## config.mk

```make
export PLATFORM = sky130hd
export DESIGN_NAME = latch_write_arbiter
export DESIGN_NICKNAME = d
export VERILOG_FILES = /design/src/rtl/latch_write_arbiter.sv
export SDC_FILE = /design/constraint.sdc
export NUM_CORES = 1
export LEC_CHECK = 0
export BUFFER_PORTS_ARGS = -buffer_cell sky130_fd_sc_hd__clkbuf_2
export CORE_MARGIN = 2
export CORE_UTILIZATION = 50
export DETAILED_ROUTE_END_ITERATION = 8
export PLACE_DENSITY = 0.81
export SLEW_MARGIN = 20
export SYNTH_ARGS = -nofsm -noshare
export SYNTH_HDL_FRONTEND = slang
export SYNTH_SLANG_ARGS = --single-unit
```

## constraint.sdc

```tcl
create_clock -name clk -period 4.7 [get_ports clk]
set_clock_uncertainty 0.15 [all_clocks]
set_input_delay 0.94 -clock clk [delete_from_list [all_inputs] [get_ports clk]]
set_output_delay 0.94 -clock clk [all_outputs]
set_load 0.01 [all_outputs]
```

## src/rtl/latch_write_arbiter.sv

```systemverilog
// Round-robin write arbiter for a bank of transparent word latches.
// Sequences setup/enable/hold so lat_data never moves while a latch is open.
module latch_write_arbiter #(
    parameter int NREQ      = 4,
    parameter int NREG      = 4,
    parameter int EN_CYCLES = 2,
    localparam int AW       = (NREG > 1) ? $clog2(NREG) : 1
) (
    input  logic                 clk,
    input  logic                 rst_n,
    input  logic [NREQ-1:0]      req,
    input  logic [NREQ*16-1:0]   wdata,
    input  logic [NREQ*AW-1:0]   waddr,
    output logic [NREQ-1:0]      ack,
    output logic                 err,
    output logic                 busy,
    output logic [15:0]          lat_data,
    output logic [NREG-1:0]      lat_en
);

    localparam int PW = (NREQ > 1) ? $clog2(NREQ) : 1;

    localparam logic [1:0] IDLE   = 2'd0;
    localparam logic [1:0] SETUP  = 2'd1;
    localparam logic [1:0] ENABLE = 2'd2;
    localparam logic [1:0] HOLD   = 2'd3;

    logic [1:0]    state;
    logic [PW-1:0] ptr;
    logic [PW-1:0] cap_idx;
    logic [AW-1:0] cap_addr;
    logic [3:0]    cnt;

    logic [15:0]   wd [NREQ];
    logic [AW-1:0] wa [NREQ];
    logic [NREG-1:0] en_mask;
    logic [NREQ-1:0] ack_mask;

    for (genvar g = 0; g < NREQ; g++) begin : g_req
        assign wd[g]       = wdata[16*g +: 16];
        assign wa[g]       = waddr[AW*g +: AW];
        assign ack_mask[g] = (cap_idx == PW'(g));
    end

    // An out-of-range address matches no bit, so the mask is all-zero.
    for (genvar g = 0; g < NREG; g++) begin : g_reg
        assign en_mask[g] = (cap_addr == AW'(g));
    end

    logic [PW-1:0] win_idx;
    logic          win_vld;

    always_comb begin
        int unsigned cand;
        logic [PW-1:0] cand_idx;
        win_idx  = '0;
        win_vld  = 1'b0;
        cand     = 0;
        cand_idx = '0;
        for (int unsigned off = 0; off < NREQ; off++) begin
            cand     = (32'(ptr) + off) % NREQ;
            cand_idx = PW'(cand);
            if (!win_vld && req[cand_idx]) begin
                win_vld = 1'b1;
                win_idx = cand_idx;
            end
        end
    end

    always_ff @(posedge clk or negedge rst_n) begin
        if (!rst_n) begin
            state    <= IDLE;
            ptr      <= '0;
            cap_idx  <= '0;
            cap_addr <= '0;
            cnt      <= '0;
            ack      <= '0;
            err      <= 1'b0;
            busy     <= 1'b0;
            lat_en   <= '0;
            lat_data <= '0;
        end else begin
            ack <= '0;
            err <= 1'b0;
            case (state)
                IDLE: begin
                    if (win_vld) begin
                        lat_data <= wd[win_idx];
                        cap_addr <= wa[win_idx];
                        cap_idx  <= win_idx;
                        busy     <= 1'b1;
                        state    <= SETUP;
                    end
                end
                SETUP: begin
                    lat_en <= en_mask;
                    cnt    <= 4'(EN_CYCLES - 1);
                    state  <= ENABLE;
                end
                ENABLE: begin
                    if (cnt == '0) begin
                        lat_en <= '0;
                        ack    <= ack_mask;
                        err    <= ~|en_mask;
                        state  <= HOLD;
                    end else begin
                        cnt <= cnt - 4'd1;
                    end
                end
                HOLD: begin
                    busy  <= 1'b0;
                    ptr   <= (cap_idx == PW'(NREQ - 1)) ? '0 : cap_idx + 1'b1;
                    state <= IDLE;
                end
                default: state <= IDLE;
            endcase
        end
    end

endmodule

```

==> results.json <==
{
  "status": "completed",
  "syn2layout_area_growth_pct": 25.2,
  "synth_commonest_cells": "38 x dfrtp_1, 38 x mux2i_1, 34 x nand2_1",
  "rsz0062_at_grt": "false",
  "yosysTopAreaCell": "dfrtp_1",
  "drtPass1Iterations": 4,
  "cp_max_fo": 22,
  "min_path_type": "register to register",
  "cpPeakStageDelay_ns": 0.62,
  "synth_cell_types": 34,
  "max_freq_mhz": 364,
  "finalMaxSlewViolations": 0,
  "hold_viol": 0,
  "drc": 0,
  "overflow": 0,
  "ant_nets": 0,
  "fin_tns_setup_ns": 0,
  "leakagePower_nw": 1.53,
  "die_w_um": 70.4,
  "tritoncts": "yes",
  "yosys_warnings": 0,
  "cp-start-kind": "input port",
  "synth_edf_count": 0,
  "drt_iter0_markers": 162,
  "relSlewSlack_pct": 36.7,
  "synth_top_area_share_pct": 43.1,
  "final_cell_area_um2": 2760,
  "io_buffers": 103,
  "antenna_found_initial": 0,
  "drv_cap": 0,
  "avgSynthCellArea_um2": 10.8,
  "grt_pass1_wl_mm": 8.10,
  "synth_ff_type": "dfrtp_1",
  "grt_max_degree": 39,
  "period_share_pct": 58.4,
  "grtUsageTotal_pct": 20.8,
  "cts-root-buf": "clkbuf_8",
  "cts_made_buffers": 5,
  "syn-num-nets": 292,
  "peakVddDrop_v": 0.000393,
  "avgViaCountPerCell": 5.31,
  "dieArea_um2": 4960,
  "row_count": 24,
  "route.final.wire_length_mm": 5.00,
  "netlist_area_um2": 2200,
  "placed_area_um2": 2670,
  "synthTopCellsByArea": "dfrtp_1 43%, mux2i_1 17%, o221ai_1 7.2%, nand2_1 5.8%, ha_1 5.7%",
  "cp.required_ns": 4.69,
  "coreArea_um2": 4290,
  "synthArstFlopShare_pct": 100,
  "synth-seq-area-share_pct": 43.1,
  "num_antenna_cells": 0,
  "dp_cells": 349,
  "grt_pass1_vias": 1817,
  "fin_cells": 357,
  "gp_congestion": 0.727,
  "cts_hold_buf": 0,
  "crit_slowest_cell": "or2_1",
  "nets": 392,
  "fin_util_pct": 64.3,
  "vias": 1895,
  "setup_violations": 0,
  "die_y_um": 70.4,
  "initial_core_util_pct": 51.3,
  "post-route-min-period_ns": 2.75,
  "wire_per_inst_um": 14.0,
  "power_density_nw_per_um2": 571,
  "ios": 104,
  "critPathArrivalTime_ns": 2.73,
  "clkSlewWorstSetupHoldPaths_ns": 0.07,
  "fin_hold_ws_ns": 0.338,
  "post_cts_buffers": 0,
  "synthCells": 204,
  "cts_sinks": 38,
  "end_kind": "register",
  "path_cells": "clkbuf_2 > nor2_1 > nand2_1 > nand2_1 > or2_1 > o221ai_1",
  "drive_gt1_share_pct": 37.7,
  "cts_buffer_depth": 2,
  "synth-seq-cells": 38,
  "crit_path_frequent_cell": "nand2_1",
  "tightest_slew_ns": 0.950,
  "htree_levels": 2,
  "cts_resized": 0,
  "crit_type": "input port to register",
  "place_hpwl_mm": 3.84,
  "clock_latency_ns": 0.29
}
## cells in the final DEF, fill, tap and decap left out
| cell | instances |
|---|---|
| o211ai_4 | 1 |
| clkbuf_1 | 1 |
| nor2b_1 | 1 |
| and3_1 | 1 |
| o31ai_1 | 1 |
| a21boi_1 | 1 |
| a21o_1 | 1 |
| a211oi_1 | 2 |
| nand2b_1 | 3 |
| nor2_1 | 9 |
| a21oi_1 | 3 |
| nand3_2 | 1 |
| clkbuf_2 | 103 |
| or2_1 | 1 |
| inv_1 | 9 |
| buf_4 | 1 |
| ha_1 | 10 |
| o21ai_0 | 3 |
| nor3b_1 | 1 |
| o211ai_1 | 1 |
| o32ai_1 | 4 |
| dfrtp_1 | 38 |
| nand2_1 | 34 |
| xor2_1 | 2 |
| clkinv_2 | 1 |
| and2_1 | 4 |
| mux2_2 | 2 |
| o221ai_1 | 18 |
| mux2i_1 | 38 |
| nor4_1 | 1 |
| nor3_1 | 2 |
| clkbuf_8 | 6 |
| conb_1 | 1 |
## stage by stage
step | power (mW) | worst slack [ns]
final | 1.58 | 1.95
after global routing | 1.71 | 1.78
after CTS | 1.59 | 1.98
after detailed placement | 1.36 | 1.67
after global placement | 1.32 | 1.80
after floorplan | 1.18 | 2.50
## where the power goes
part / switching (mW) / total (mW) / internal, mW
Clock: 0.112 / 0.231 / 0.118
Combinational: 0.429 / 0.768 / 0.338
Sequential: 0.109 / 0.578 / 0.469
Total: 0.650 / 1.58 / 0.926
## state kept, by name (all words and copies together) (netlist names)
name and cells:
lat_data 16, ack 4, cnt 4, lat_en 4
cap_addr 2, cap_idx 2, ptr 2, state 2
busy 1, err 1
## cell type report
type,instances,area [um2]
fillers,364,1530
multi-input cells,146,1100
flip-flops and latches,38,951
repair buffers,104,523
clock buffers,7,86.3
well taps,52,65.1
inverters,9,33.8
clock inverters,1,5.00
## logic make-up (layout without fill, tap and decap cells)
kind of cell               after synthesis  in the layout  synth area share [%]
and+or+nand+nor                         58             58                  11.7
other                                    1              1                 0.170
adders and majority gates               10             10                  5.68
DFF                                     38             38                  43.1
muxes                                   40             40                  18.3
buffers and inverters                   20            121                  7.55
xor gates and xnor gates                 2              2                 0.795
AOI/OAI and AO/OA                       35             35                  12.7
## worst paths after layout
kind,cells past startpoint,from,slack (ns),end
min in group asynchronous,1,rst_n,0.64,cnt[1]$_DFFE_PN0P_
worst max register to register,5,state[0]$_DFFE_PN0P_,2.22,lat_data[7]$_DFFE_PN0P_
worst min register to register,2,lat_data[9]$_DFFE_PN0P_,0.34,lat_data[9]$_DFFE_PN0P_
worst max-delay path,6,req[3],1.95,lat_data[7]$_DFFE_PN0P_
worst min-delay path,2,lat_data[9]$_DFFE_PN0P_,0.34,lat_data[9]$_DFFE_PN0P_
max in group asynchronous,1,rst_n,3.18,lat_data[8]$_DFFE_PN0P_
## critical path: cells and delay by family
family | cells | cell delay [ns]
simple gates | 4 | 1.46
buf+inv | 1 | 0.11
compound gates | 1 | 0.21
## per-layer routing
| layer | vias to the layer above | global-route usage (%) | share of wire [%] |
|---|---|---|---|
| met2 | 63 | 34.3 | 50 |
| li1 | 930 | - | - |
| met3 | 12 | 3.90 | 5.9 |
| met1 | 890 | 26.0 | 41 |
| met4 | 0 | 10.9 | 2.6 |
| met5 | - | 0 | 0 |
No activity file was read; power rests on OpenSTA's default activity.
